## config.mk

```make
export PLATFORM = sky130hd
export DESIGN_NAME = rope_anim_ctrl
export DESIGN_NICKNAME = d
export VERILOG_FILES = /design/src/rtl/rope_anim_ctrl.sv
export SDC_FILE = /design/constraint.sdc
export NUM_CORES = 1
export LEC_CHECK = 0
export ABC_AREA = 1
export CORE_AREA = 2 2 84 118
export CTS_CLUSTER_SIZE = 24
export DETAILED_ROUTE_END_ITERATION = 16
export DIE_AREA = 0 0 86 120
export PLACE_DENSITY = 0.69
export SLEW_MARGIN = 0
export SYNTH_ARGS = -nofsm -noshare
export SYNTH_HDL_FRONTEND = slang
export SYNTH_SLANG_ARGS = --single-unit
```

## constraint.sdc

```tcl
create_clock -name clk_i -period 7 [get_ports clk_i]
set_clock_uncertainty 0.05 [all_clocks]
set_input_delay 1.4 -clock clk_i [delete_from_list [all_inputs] [get_ports clk_i]]
set_output_delay 1.4 -clock clk_i [all_outputs]
set_load 0.01 [all_outputs]
```

## src/rtl/rope_anim_ctrl.sv

```systemverilog
// Tug-of-war rope animation controller: turns round results into sprite start columns.
// Optional winner flash is built only when WIN_FLASH_EN is defined.
module rope_anim_ctrl #(
  parameter int RED_HOME   = 500,
  parameter int BLUE_HOME  = 300,
  parameter int STEP       = 16,
  parameter int MAX_OFFSET = 96,
  parameter int ANIM_RATE  = 2
`ifdef WIN_FLASH_EN
  ,
  parameter int FLASH_FRAMES = 15
`endif
) (
  input  logic       clk_i,
  input  logic       rst_ni,
  input  logic       frame_start_i,
  input  logic       round_pulse_i,
  input  logic       right_i,
  input  logic       tie_i,
  input  logic       game_clear_i,
  output logic [9:0] red_start_o,
  output logic [9:0] blue_start_o,
  output logic [1:0] winner_o,
  output logic       anim_busy_o,
  output logic       flash_o
);

  typedef enum logic {PLAY, OVER} state_e;

  localparam logic signed [9:0]  StepS = 10'(STEP);
  localparam logic signed [9:0]  MaxS  = 10'(MAX_OFFSET);
  localparam logic signed [9:0]  RateS = 10'(ANIM_RATE);
  localparam logic signed [10:0] RateW = 11'(ANIM_RATE);
  localparam logic [9:0]         RedHome  = 10'(RED_HOME);
  localparam logic [9:0]         BlueHome = 10'(BLUE_HOME);

  state_e            state_q, state_d;
  logic signed [9:0] target_q, target_d;
  logic signed [9:0] cur_q, cur_d;
  logic [9:0]        red_q, red_d;
  logic [9:0]        blue_q, blue_d;
  logic [1:0]        winner_q, winner_d;
  logic              busy_q, busy_d;
  logic signed [10:0] diff;
  logic              reached;

  // The frame step always uses the target held before this edge, so a round
  // arriving with frame_start only shows up on the following frame.
  always_comb begin
    diff  = {target_q[9], target_q} - {cur_q[9], cur_q};
    cur_d = cur_q;
    if (frame_start_i) begin
      if (diff > RateW) begin
        cur_d = cur_q + RateS;
      end else if (diff < -RateW) begin
        cur_d = cur_q - RateS;
      end else begin
        cur_d = target_q;
      end
    end
  end

  // Game over needs the animation settled at an end stop; rounds are refused
  // on that detection cycle so the target cannot slip away from cur in OVER.
  always_comb begin
    reached  = (state_q == PLAY) && (cur_q == target_q) &&
               ((cur_q == MaxS) || (cur_q == -MaxS));
    state_d  = state_q;
    winner_d = winner_q;
    target_d = target_q;
    if (game_clear_i) begin
      target_d = '0;
      winner_d = 2'b00;
      state_d  = PLAY;
    end else if (reached) begin
      state_d  = OVER;
      winner_d = cur_q[9] ? 2'b01 : 2'b10;
    end else if ((state_q == PLAY) && round_pulse_i && !tie_i) begin
      if (right_i) begin
        target_d = (target_q >= MaxS - StepS) ? MaxS : target_q + StepS;
      end else begin
        target_d = (target_q <= StepS - MaxS) ? -MaxS : target_q - StepS;
      end
    end
    red_d  = RedHome + $unsigned(cur_d);
    blue_d = BlueHome + $unsigned(cur_d);
    busy_d = (cur_d != target_d);
  end

  always_ff @(posedge clk_i or negedge rst_ni) begin
    if (!rst_ni) begin
      state_q  <= PLAY;
      target_q <= '0;
      cur_q    <= '0;
      red_q    <= RedHome;
      blue_q   <= BlueHome;
      winner_q <= 2'b00;
      busy_q   <= 1'b0;
    end else begin
      state_q  <= state_d;
      target_q <= target_d;
      cur_q    <= cur_d;
      red_q    <= red_d;
      blue_q   <= blue_d;
      winner_q <= winner_d;
      busy_q   <= busy_d;
    end
  end

`ifdef WIN_FLASH_EN
  localparam int CntW = $clog2(FLASH_FRAMES + 1);

  logic [CntW-1:0] cnt_q, cnt_d;
  logic            flash_q, flash_d;

  // Flash starts lit on OVER entry and toggles every FLASH_FRAMES frames.
  always_comb begin
    cnt_d   = cnt_q;
    flash_d = flash_q;
    if (game_clear_i) begin
      cnt_d   = '0;
      flash_d = 1'b0;
    end else if (reached) begin
      cnt_d   = '0;
      flash_d = 1'b1;
    end else if ((state_q == OVER) && frame_start_i) begin
      if (cnt_q == CntW'(FLASH_FRAMES - 1)) begin
        cnt_d   = '0;
        flash_d = ~flash_q;
      end else begin
        cnt_d = cnt_q + CntW'(1);
      end
    end
  end

  always_ff @(posedge clk_i or negedge rst_ni) begin
    if (!rst_ni) begin
      cnt_q   <= '0;
      flash_q <= 1'b0;
    end else begin
      cnt_q   <= cnt_d;
      flash_q <= flash_d;
    end
  end

  assign flash_o = flash_q;
`else
  assign flash_o = 1'b0;
`endif

  assign red_start_o  = red_q;
  assign blue_start_o = blue_q;
  assign winner_o     = winner_q;
  assign anim_busy_o  = busy_q;

endmodule

```

==> results of run 1 <==
## flip-flops by register name (all words and copies together) (netlist names)
register / count
red_start_o: 7
anim_busy_o: 1
blue_start_o: 10
target_q: 10
winner_o: 2
state_q: 1
cur_q: 8
## tightest hold or removal path: stages (launching register included)
cell,delay (ns)
sky130_fd_sc_hd__dfrtp_1,0.34
sky130_fd_sc_hd__nand2_1,0.05
sky130_fd_sc_hd__o31ai_1,0.05
## where the power goes
| group | internal (mW) | switching [mW] |
|---|---|---|
| registers | 0.326 | 0.0655 |
| logic | 0.516 | 0.912 |
| clock network | 0.168 | 0.0903 |
| total | 1.01 | 1.07 |
## worst max path at each step
stage | startpoint | to | cells after the start
after global placement | frame_start_i | red_start_o[8]$_DFF_PN1_ | 10
after CTS | target_q[0]$_DFF_PN0_ | red_start_o[8]$_DFF_PN1_ | 21
after floorplan | target_q[0]$_DFF_PN0_ | red_start_o[8]$_DFF_PN1_ | 21
final | target_q[0]$_DFF_PN0_ | red_start_o[8]$_DFF_PN1_ | 21
after global routing | target_q[0]$_DFF_PN0_ | red_start_o[8]$_DFF_PN1_ | 21
after detailed placement | frame_start_i | red_start_o[8]$_DFF_PN1_ | 10
## routing by layer
metal / vias up / share of wire (%)
li1: 1705 / -
met1: 1588 / 38
met2: 84 / 55
met3: 27 / 3.0
met4: 0 / 4.1
met5: - / 0
## synthesized netlist by cell type (all sizes together)
library cell / count / area share, %
nand3: 58 / 9.2
nand3b: 3 / 0.62
ha: 16 / 5.5
o21bai: 1 / 0.21
dfstp: 9 / 6.5
nor2: 64 / 8.9
or2: 1 / 0.17
o22ai: 1 / 0.17
xnor2: 2 / 0.48
a211oi: 1 / 0.21
conb: 1 / 0.10
dfrtp: 30 / 21
nand4: 8 / 1.4
fa: 1 / 0.55
nand2: 172 / 22
a31oi: 4 / 0.69
buf: 6 / 1.2
o31ai: 4 / 0.83
nor3: 7 / 0.97
clkbuf: 4 / 0.45
xor2: 22 / 5.7
o21ai: 18 / 3.0
a21oi: 14 / 2.3
inv: 76 / 8.1
## cell families (layout without fill, tap and decap cells)
kind of cell / Yosys count / in the layout / share of synthesized area (%)
simple gates: 313 / 313 / 43.1
other cells: 1 / 1 / 0.103
xor+xnor: 24 / 24 / 6.21
flops: 39 / 39 / 27.2
buf+inv: 86 / 113 / 9.83
fa+ha+maj: 17 / 17 / 6.07
compound gates: 43 / 43 / 7.45
## per-stage QoR
stage	area, sq um	util [%]	setup WS, ns
after floorplan	3630	-	3.99
after global placement	3990	42.9	3.53
after detailed placement	3990	42.9	3.41
after CTS	4160	44.7	3.50
after global routing	4160	44.7	3.24
final	4160	44.7	3.48
## area by class of cell
| type | count | area share, % |
|---|---|---|
| clock inverters | 3 | 1.05 |
| well taps | 110 | 3.31 |
| repair buffers | 29 | 6.86 |
| multi-input cells | 398 | 54.9 |
| clock buffers | 5 | 3.01 |
| flip-flops and latches | 39 | 23.7 |
| inverters | 76 | 7.10 |
==> Implementation_results.wiki, run 1 <==
{| class="wikitable"
! Metric !! Value
|-
| Outcome || completed
|-
| Sequential area share after synthesis || 27.2%
|-
| Final routed wirelength across all metal layers || 9480 microns
|-
| Depth of the CTS H-tree || 2
|-
| Final Hold Vio Count || 0
|-
| Most common cell after layout, fill and taps aside || sky130_fd_sc_hd__nand2_1
|-
| WL/cell || 14.4 microns
|-
| Clock Tree Root || sky130_fd_sc_hd__clkbuf_16
|-
| Number of max-slew violations in the final report || 0
|-
| Count of cell types in the netlist || 42
|-
| Critical path launch point type || flop
|-
| Unrepaired setup endpoints after global routing || no
|-
| IR Drop Worst-Case VDD || 301 uV
|-
| Slowest cell delay on critical path || 0.44 ns
|-
| Maximum achievable frequency || 0.284 GHz
|-
| Number of nets still failing antenna checks after routing || 0
|-
| Share of final-layout standard cells stronger than drive strength 1 || 15.3%
|-
| Final worst hold slack || 0.433 ns
|-
| Number of instances in the placed design || 652
|-
| Category of cells accounting for the largest share of critical-path delay || simple AND/OR/NAND/NOR gates
|-
| Critical path data arrival time || 3.69 ns
|-
| M1 GR Usage || 20.1%
|-
| Sum of overflow across all layers after global routing || 0
|-
| Cells along the critical path || inv_1 > ha_1 > inv_1 > fa_1 > nand2_2 > nand2_2 > nand3_4 > nand2_4 > a21oi_4 > xor2_2 > nand3_1 > nand2_1 > inv_1 > nand2_1 > nand2_2 > ha_1 > inv_1 > nand3_2 > nor2_1 > nand2_1 > nand2_1
|-
| Post-detailed-route DRC marker count || 0
|-
| Final nets || 573
|-
| Standard-cell rows || 42
|-
| Count of non-filler cells in the finished layout || 660
|-
| Depth of the worst register-to-register path || 21
|-
| Number of warning messages in the yosys log || 0
|-
| Vertical die dimension || 120 microns
|-
| CP required || 7.18 ns
|-
| WS Path Type || reg2reg
|-
| Input/output buffers || 29
|-
| Relative slew slack || 41.4%
|-
| Aggregate global-route resource usage || 19.1%
|-
| Biggest fanout along the worst timing path || 8
|-
| Clock insertion delay at the later pin of the skew report || 0.28 ns
|-
| Min Clock Period, post-route || 3.52 ns
|-
| Cell Area, Synth || 3630 sq um
|-
| Clock net sink count || 39
|-
| Startpoint of the tightest hold check path || winner_o[0]$_DFFE_PN0P_
|-
| Avg Cell Area, Syn || 6.94 sq um
|-
| Initial antenna violation count || 0
|-
| Worst hold path stage count || 2
|-
| Register clock-pin slew on the reported worst setup and hold paths || 0.06 ns
|-
| Design Power || 2.08 mW
|-
| Worst Hold Path EP || winner_o[0]$_DFFE_PN0P_
|-
| # resized after CTS || 0
|-
| Cells after Synth || 523
|-
| Multi-input gate area in the final layout || 2280 sq um
|-
| Most heavily used metal layer in global routing || met2
|-
| Max-cap violation count || 0
|-
| Post-detailed-placement half-perimeter wirelength || 7660 microns
|-
| Most used cells in the layout excluding fill and tap cells || sky130_fd_sc_hd__nand2_1, sky130_fd_sc_hd__inv_1, sky130_fd_sc_hd__nand3_1
|-
| X dimension of the die || 86 microns
|-
| Start of the worst register-to-register path || target_q[0]$_DFF_PN0_
|-
| Vias after detailed routing || 3404
|-
| Worst Setup End Kind || flop
|-
| Setup TNS Final || 0 ns
|-
| Number of violations reported at the end of detailed-routing iteration 0 || 286
|-
| Net count after synthesis || 547
|-
| Class of the worst hold path || reg2reg
|-
| Total Die Area || 10300 sq um
|-
| Sum of buffers and inverters on the critical path || 4
|-
| Power density over cell area || 500 nW/um^2
|-
| P&R area growth vs syn || 14.6%
|-
| R2R Path End || red_start_o[8]$_DFF_PN1_
|-
| Clk buf depth || 2
|-
| Number of buffers created by CTS || 5
|-
| Register area || 987 sq um
|-
| Fin crit share || 50.2%
|-
| Effective utilization at floorplan || 39.0%
|-
| Antenna diodes || 0
|-
| Met3 demand-to-capacity share in global routing || 2.20%
|-
| Vias in the first global route || 3379
|-
| Routed vias/inst || 5.16
|-
| Number of fill cells in the layout || 912
|-
| Met2 routing resource usage after global routing || 36.1%
|-
| Cell with the largest stage delay on the worst path || sky130_fd_sc_hd__fa_1
|-
| FF+latch count, synth || 39
|-
| I/O pin total || 31
|-
| R2R Setup Slk || 3.48 ns
|-
| Final weighted congestion in routability-driven placement || 0.898
|-
| CTS tree || yes
|-
| Number of buffers added for setup after CTS || 0
|-
| Static power due to leakage || 2.07 nW
|-
| Slew @ Worst Pin || 0.880 ns
|-
| Core area || 9300 sq um
|-
| Global-route wire length before repair || 15600 microns
|-
| Largest net degree at the start of global routing || 40
|-
| Hold Buf Count CTS || 0
|-
| Final number of setup-violating endpoints || 0
|-
| Pre-Repair DR Iteration Count || 5
|}
(Power assumes the default switching activity.)
==> inputs of run 2 (changes only) <==
--- a/config.mk
+++ b/config.mk
@@ -10,7 +10,7 @@
 export CTS_CLUSTER_SIZE = 24
 export DETAILED_ROUTE_END_ITERATION = 16
 export DIE_AREA = 0 0 86 120
-export PLACE_DENSITY = 0.69
+export PLACE_DENSITY = 0.71
 export SLEW_MARGIN = 0
 export SYNTH_ARGS = -nofsm -noshare
 export SYNTH_HDL_FRONTEND = slang
==> constraint.sdc (replaced) <==
create_clock -name clk_i -period 3.2 [get_ports clk_i]
set_clock_uncertainty 0.05 [all_clocks]
set_input_delay 0.64 -clock clk_i [delete_from_list [all_inputs] [get_ports clk_i]]
set_output_delay 0.64 -clock clk_i [all_outputs]
set_load 0.01 [all_outputs]
==> run 2 against run 1 <==
Effect of this change: core utilization is 7.0 points higher; hold slack worse by 0.011 ns; non-clock buffer count increased by 57; sequential share of layout area down 3.2 points; clock power up 100%; final cell count grew 8.8%; via count increased by 7.0%; critical path type unchanged; largest power group unchanged.
==> Implementation_results.wiki, run 2 (synthesis results as in run 1) <==
{| class="wikitable"
! Metric !! Value
|-
| Input/output buffers || 29 (unchanged)
|-
| CTS tree || yes (unchanged)
|-
| Vias in the first global route || 3562 (was 3379)
|-
| Clock group share of total power || 9.7% (was 12.4%)
|-
| P&R area growth vs syn || 32.5% (was 14.6%)
|-
| Class of the worst hold path || in2async (was reg2reg)
|-
| Power density over cell area || 1130 nW/um^2 (was 500 nW/um^2)
|-
| Number of violations reported at the end of detailed-routing iteration 0 || 174 (was 286)
|-
| Most common cell after layout, fill and taps aside || sky130_fd_sc_hd__nand2_1 (unchanged)
|-
| Power Internal || 2.75 mW (was 1.01 mW)
|-
| Pre-Repair DR Iteration Count || 5 (unchanged)
|-
| WL/cell || 15.4 microns (was 14.4 microns)
|-
| Most used cells in the layout excluding fill and tap cells || sky130_fd_sc_hd__nand2_1, sky130_fd_sc_hd__inv_1, sky130_fd_sc_hd__buf_4 (was sky130_fd_sc_hd__nand2_1, sky130_fd_sc_hd__inv_1, sky130_fd_sc_hd__nand3_1)
|-
| Count of non-filler cells in the finished layout || 718 (was 660)
|-
| Worst slack after detailed placement || -0.106 ns (was 3.41 ns)
|-
| Relative slew slack || 41.0% (was 41.4%)
|-
| Initial antenna violation count || 0 (unchanged)
|-
| Final setup margin || 0.0220 ns (was 3.48 ns)
|-
| Post-detailed-route DRC marker count || 0 (unchanged)
|-
| Clock net sink count || 39 (unchanged)
|-
| Total Die Area || 10300 sq um (unchanged)
|-
| Vias after detailed routing || 3642 (was 3404)
|-
| Number of nets still failing antenna checks after routing || 0 (unchanged)
|-
| Static power due to leakage || 2.38 nW (was 2.07 nW)
|-
| Register clock-pin slew on the reported worst setup and hold paths || 0.06 ns (about the same)
|-
| Final routed wirelength across all metal layers || 11100 microns (was 9480 microns)
|-
| Post-detailed-placement half-perimeter wirelength || 8360 microns (was 7660 microns)
|-
| Number of max-slew violations in the final report || 0 (unchanged)
|-
| Number of instances in the placed design || 690 (was 652)
|-
| Routed vias/inst || 5.07 (was 5.16)
|-
| Max-cap violation count || 0 (unchanged)
|-
| I/O pin total || 31 (unchanged)
|-
| Reg power frac || 14.7% (was 18.8%)
|-
| Global-route wire length before repair || 16600 microns (was 15600 microns)
|-
| Vertical die dimension || 120 microns (unchanged)
|-
| Final number of setup-violating endpoints || 0 (unchanged)
|-
| Depth of the CTS H-tree || 2 (unchanged)
|-
| Number of buffers created by CTS || 5 (unchanged)
|-
| Final weighted congestion in routability-driven placement || 0.914 (was 0.898)
|-
| WS Path Type || reg2reg (unchanged)
|-
| X dimension of the die || 86 microns (unchanged)
|-
| Sum of overflow across all layers after global routing || 0 (unchanged)
|-
| Net switching fraction of the power || 49.4% (was 51.4%)
|-
| Clk buf depth || 2 (unchanged)
|-
| IR Drop Worst-Case VDD || 797 uV (was 301 uV)
|-
| Largest net degree at the start of global routing || 40 (unchanged)
|-
| Critical path data arrival time || 3.30 ns (was 3.69 ns)
|-
| Standard-cell rows || 42 (unchanged)
|-
| Outcome || completed (unchanged)
|-
| Min Clock Period, post-route || 3.18 ns (was 3.52 ns)
|-
| Net load switching power || 2.68 mW (was 1.07 mW)
|-
| Worst Setup End Kind || flop (unchanged)
|-
| Logic pwr share || 75.6% (was 68.7%)
|-
| Effective utilization at floorplan || 39.0% (unchanged)
|-
| Clock Tree Root || sky130_fd_sc_hd__clkbuf_16 (unchanged)
|-
| Clock insertion delay at the later pin of the skew report || 0.29 ns (was 0.28 ns)
|-
| CP required || 3.33 ns (was 7.18 ns)
|-
| Biggest fanout along the worst timing path || 7 (was 8)
|-
| Share of final-layout standard cells stronger than drive strength 1 || 27.5% (was 15.3%)
|-
| Core area || 9300 sq um (unchanged)
|-
| Fin crit share || 99.3% (was 50.2%)
|-
| Unrepaired setup endpoints after global routing || yes (was no)
|-
| Slew @ Worst Pin || 0.885 ns (was 0.880 ns)
|-
| Critical path launch point type || flop (unchanged)
|-
| Setup TNS Final || 0 ns (unchanged)
|-
| Maximum achievable frequency || 0.315 GHz (was 0.284 GHz)
|-
| Antenna diodes || 0 (unchanged)
|-
| Aggregate global-route resource usage || 20.8% (was 19.1%)
|-
| Final nets || 631 (was 573)
|-
| Final Hold Vio Count || 0 (unchanged)
|}
## run 2: what timing repair did
| action | CTS | global route |
|---|---|---|
| setup endpoints to repair | 5 | 12 |
| setup buffers | 1 | 18 |
| hold endpoints to repair | 0 | 0 |
| hold buffers | 0 | 0 |
| cloned | 0 | 1 |
| pin swaps | 2 | 32 |
| resized for setup | 5 | 38 |
## run 2: power by group through the flow
stage          sequential (mW)  clock (mW)  combinational (mW)
6_report                 0.798       0.526                4.11
5_1_grt                  0.813       0.553                4.46
2_1_floorplan            0.861           0                2.34
4_1_cts                  0.792       0.535                3.50
3_3_place_gp             0.800           0                3.39
3_5_place_dp             0.798           0                3.42
## run 2: final timing paths
| kind | startpoint | slack, ns | endpoint | cells after the start |
|---|---|---|---|---|
| worst min register to register | winner_o[1]$_DFFE_PN0P_ | 0.45 | winner_o[1]$_DFFE_PN0P_ | 2 |
| worst min-delay path | rst_ni | 0.42 | target_q[1]$_DFF_PN0_ | 1 |
| worst max register to register | target_q[0]$_DFF_PN0_ | 0.02 | red_start_o[9]$_DFF_PN0_ | 23 |
| worst max-delay path | target_q[0]$_DFF_PN0_ | 0.02 | red_start_o[9]$_DFF_PN0_ | 23 |
| min in group clk_i | winner_o[1]$_DFFE_PN0P_ | 0.45 | winner_o[1]$_DFFE_PN0P_ | 2 |
| max in group asynchronous | rst_ni | 2.11 | state_q$_DFFE_PN0P_ | 1 |
## run 2: area by class of cell
cell class	count	area (sq um)
Clock buffer	8	156
Fill cell	862	4490
Inverter	76	298
Multi-Input combinational cell	399	2460
Sequential cell	39	987
Tap cell	110	138
Timing Repair Buffer	86	767
## run 2: per-layer routing
layer	vias up	share of wire, %	track usage, %
met2	100	55	39.0
li1	1812	-	-
met5	-	0	0
met1	1690	37	21.6
met4	0	5.2	11.6
met3	40	3.3	2.89
## run 2: metrics by stage
step,hold slack [ns],util (%),power [mW],instance area (sq um)
3_5_place_dp,0.446,46.0,4.22,4280
4_1_cts,0.450,48.0,4.83,4470
5_1_grt,0.481,51.7,5.82,4810
2_1_floorplan,0.294,-,3.20,3630
6_report,0.422,51.7,5.43,4810
3_3_place_gp,0.440,46.0,4.19,4280
## run 2: critical path, cell delays in order (launching register included)
cell and delay [ns]:
sky130_fd_sc_hd__dfrtp_1 0.40, sky130_fd_sc_hd__inv_2 0.09, sky130_fd_sc_hd__ha_4 0.14, sky130_fd_sc_hd__inv_4 0.04
sky130_fd_sc_hd__fa_2 0.42, sky130_fd_sc_hd__nand2_4 0.10, sky130_fd_sc_hd__nand2_4 0.07, sky130_fd_sc_hd__nand3_4 0.10
sky130_fd_sc_hd__nand2_4 0.07, sky130_fd_sc_hd__a21oi_4 0.26, sky130_fd_sc_hd__xor2_4 0.22, sky130_fd_sc_hd__buf_12 0.13
sky130_fd_sc_hd__nand2_8 0.06, sky130_fd_sc_hd__buf_12 0.14, sky130_fd_sc_hd__nor2_4 0.07, sky130_fd_sc_hd__nor2_1 0.05
sky130_fd_sc_hd__nand2_1 0.10, sky130_fd_sc_hd__nand2_4 0.10, sky130_fd_sc_hd__inv_1 0.10, sky130_fd_sc_hd__nand2_1 0.06
sky130_fd_sc_hd__nor2_2 0.12, sky130_fd_sc_hd__nand2_1 0.07, sky130_fd_sc_hd__nand2_1 0.05, sky130_fd_sc_hd__nand2_1 0.05
==> inputs of run 3 (changes only) <==
--- a/config.mk
+++ b/config.mk
@@ -10,7 +10,6 @@
 export CTS_CLUSTER_SIZE = 24
 export DETAILED_ROUTE_END_ITERATION = 16
 export DIE_AREA = 0 0 86 120
-export PLACE_DENSITY = 0.71
 export SLEW_MARGIN = 0
 export SYNTH_ARGS = -nofsm -noshare
 export SYNTH_HDL_FRONTEND = slang
==> run 3 against run 2 <==
Effect of this change: final cell count is 0.84% higher; routed wire length is 2.8% lower; flip-flop and latch count is the same; cell area rose by 0.81%.
==> Implementation_results.wiki, run 3 (synthesis results as in run 1) <==
{| class="wikitable"
! Metric !! Value
|-
| Clock Tree Root || sky130_fd_sc_hd__clkbuf_16 (unchanged)
|-
| Relative slew slack || 41.8% (was 41.0%)
|-
| CP required || 3.33 ns (about the same)
|-
| Initial antenna violation count || 0 (unchanged)
|-
| Number of max-slew violations in the final report || 0 (unchanged)
|-
| Most common cell type on the critical path || sky130_fd_sc_hd__nand2_4 (was sky130_fd_sc_hd__nand2_1)
|-
| IR Drop Worst-Case VDD || 795 uV (was 797 uV)
|-
| Largest net degree at the start of global routing || 40 (unchanged)
|-
| WL/cell || 14.9 microns (was 15.4 microns)
|-
| Cell with the largest stage delay on the worst path || sky130_fd_sc_hd__fa_2 (unchanged)
|-
| Vias in the first global route || 3525 (was 3562)
|-
| Logic pwr share || 73.8% (was 75.6%)
|-
| Maximum achievable frequency || 0.313 GHz (was 0.315 GHz)
|-
| Post-detailed-placement half-perimeter wirelength || 8560 microns (was 8360 microns)
|-
| Number of buffers created by CTS || 5 (unchanged)
|-
| Routed vias/inst || 5.07 (about the same)
|-
| WS Path Type || reg2reg (unchanged)
|-
| P&R area growth vs syn || 33.6% (was 32.5%)
|-
| Number of nets still failing antenna checks after routing || 0 (unchanged)
|-
| Input/output buffers || 29 (unchanged)
|-
| Power density over cell area || 1140 nW/um^2 (was 1130 nW/um^2)
|-
| Standard-cell rows || 42 (unchanged)
|-
| Final nets || 637 (was 631)
|-
| Design Power || 5.53 mW (was 5.43 mW)
|-
| Final Hold Vio Count || 0 (unchanged)
|-
| Biggest fanout along the worst timing path || 7 (unchanged)
|-
| Outcome || completed (unchanged)
|-
| Net switching fraction of the power || 48.1% (was 49.4%)
|-
| Clock insertion delay at the later pin of the skew report || 0.29 ns (about the same)
|-
| Clock group share of total power || 11.7% (was 9.7%)
|-
| Most common cell after layout, fill and taps aside || sky130_fd_sc_hd__nand2_1 (unchanged)
|-
| Min Clock Period, post-route || 3.20 ns (was 3.18 ns)
|-
| Power Internal || 2.87 mW (was 2.75 mW)
|-
| Register clock-pin slew on the reported worst setup and hold paths || 0.06 ns (about the same)
|-
| Critical path launch point type || flop (unchanged)
|-
| Final setup margin || 0.00355 ns (was 0.0220 ns)
|-
| Core area || 9300 sq um (unchanged)
|-
| Global-route wire length before repair || 16700 microns (was 16600 microns)
|-
| Unrepaired setup endpoints after global routing || yes (unchanged)
|-
| Share of final-layout standard cells stronger than drive strength 1 || 29.3% (was 27.5%)
|-
| Max-cap violation count || 0 (unchanged)
|-
| X dimension of the die || 86 microns (unchanged)
|-
| Aggregate global-route resource usage || 20.7% (was 20.8%)
|-
| Clk buf depth || 2 (unchanged)
|-
| Final number of setup-violating endpoints || 0 (unchanged)
|-
| Total Die Area || 10300 sq um (unchanged)
|-
| Cells along the critical path || inv_2 > ha_4 > inv_2 > fa_2 > nand2_4 > nand2_4 > nand3_4 > nand2_4 > a21oi_4 > buf_12 > xor2_4 > nand2_4 > nand2_8 > clkinv_8 > nand2_4 > nand2_4 > nand2_4 > buf_12 > nor2_8 > o21ai_4 > nand2_1 > nand2_1 > nand2_1 (was inv_2 > ha_4 > inv_4 > fa_2 > nand2_4 > nand2_4 > nand3_4 > nand2_4 > a21oi_4 > xor2_4 > buf_12 > nand2_8 > buf_12 > nor2_4 > nor2_1 > nand2_1 > nand2_4 > inv_1 > nand2_1 > nor2_2 > nand2_1 > nand2_1 > nand2_1)
|-
| Final routed wirelength across all metal layers || 10800 microns (was 11100 microns)
|-
| Number of violations reported at the end of detailed-routing iteration 0 || 154 (was 174)
|-
| Net load switching power || 2.66 mW (was 2.68 mW)
|-
| Slowest cell delay on critical path || 0.42 ns (about the same)
|-
| Critical path data arrival time || 3.33 ns (was 3.30 ns)
|-
| Post-detailed-route DRC marker count || 0 (unchanged)
|-
| Most used cells in the layout excluding fill and tap cells || sky130_fd_sc_hd__nand2_1, sky130_fd_sc_hd__inv_1, sky130_fd_sc_hd__buf_4 (unchanged)
|-
| Total cell area at the placement stage || 4340 sq um (was 4280 sq um)
|-
| Total non-filler cell area in the finished layout || 4850 sq um (was 4810 sq um)
|-
| Worst Setup End Kind || flop (unchanged)
|-
| Class of the worst hold path || in2async (unchanged)
|-
| Worst slack after detailed placement || -0.00355 ns (was -0.106 ns)
|-
| Vias after detailed routing || 3671 (was 3642)
|-
| I/O pin total || 31 (unchanged)
|-
| Final weighted congestion in routability-driven placement || 0.941 (was 0.914)
|-
| Hold Buf Count CTS || 0 (unchanged)
|-
| Final worst hold slack || 0.422 ns (about the same)
|-
| Antenna diodes || 0 (unchanged)
|-
| Slew @ Worst Pin || 0.874 ns (was 0.885 ns)
|-
| Depth of the CTS H-tree || 2 (unchanged)
|-
| Clock net sink count || 39 (unchanged)
|-
| Fin crit share || 99.9% (was 99.3%)
|-
| CTS tree || yes (unchanged)
|-
| Number of fill cells in the layout || 893 (was 862)
|-
| Effective utilization at floorplan || 39.0% (unchanged)
|-
| Reg power frac || 14.4% (was 14.7%)
|-
| Static power due to leakage || 2.42 nW (was 2.38 nW)
|-
| Pre-Repair DR Iteration Count || 4 (was 5)
|-
| Sum of overflow across all layers after global routing || 0 (unchanged)
|-
| Vertical die dimension || 120 microns (unchanged)
|}
==> run 3: cell type report <==
| cell class | instances | area (sq um) | area share [%] |
|---|---|---|---|
| multi-input combinational | 399 | 2440 | 50.3 |
| clock buffer | 6 | 129 | 2.66 |
| clock inverter | 2 | 60.1 | 1.24 |
| sequential | 39 | 987 | 20.4 |
| tap | 110 | 138 | 2.84 |
| inverter | 76 | 305 | 6.30 |
| timing repair buffer | 92 | 791 | 16.3 |
==> run 3: worst paths after layout <==
check | to | depth (start not counted) | slack [ns] | from
worst max-delay path | blue_start_o[7]$_DFF_PN0_ | 23 | 0.004 | target_q[0]$_DFF_PN0_
worst min-delay path | blue_start_o[4]$_DFF_PN0_ | 1 | 0.42 | rst_ni
worst max register to register | blue_start_o[7]$_DFF_PN0_ | 23 | 0.004 | target_q[0]$_DFF_PN0_
worst min register to register | winner_o[1]$_DFFE_PN0P_ | 2 | 0.43 | winner_o[1]$_DFFE_PN0P_
max in group asynchronous | red_start_o[9]$_DFF_PN0_ | 1 | 2.13 | rst_ni
min in group clk_i | winner_o[1]$_DFFE_PN0P_ | 2 | 0.43 | winner_o[1]$_DFFE_PN0P_
==> run 3: metal layers <==
layer	share of wire, %	vias up	global-route usage (%)
li1	-	1830	-
met1	38	1737	21.4
met2	55	75	39.5
met3	2.9	29	3.09
met4	4.0	0	10.1
met5	0	-	0
==> run 3: worst max-delay path: cells and delay by family, from the launching register on <==
kind                       cells  cell delay [ns]
and+or+nand+nor               13             1.03
adders and majority gates      2             0.55
buffers and inverters          5             0.45
AOI/OAI and AO/OA              2             0.43
DFF                            1             0.38
xor gates and xnor gates       1             0.21
==> run 3: per-stage QoR <==
step	util [%]	std cells	setup TNS [ns]
after global placement	46.7	699	0
after detailed placement	46.7	699	-0.00355
after floorplan	-	523	0
after global routing	52.1	724	-0.877
after CTS	48.9	708	0
final	52.1	724	0
==> run 3: power groups by stage <==
stage	Combinational, mW	Clock (mW)	Sequential, mW
after floorplan	2.34	0	0.861
after global placement	3.49	0	0.801
after detailed placement	3.51	0	0.801
after CTS	3.56	0.658	0.796
after global routing	4.45	0.681	0.815
final	4.08	0.650	0.799
==> run 3: timing repair <==
item                       4_1_cts  5_1_grt
resized for setup                2       47
gates cloned                     0        1
setup endpoints to repair        2       12
pin swaps                        1       29
setup buffers                    1       15
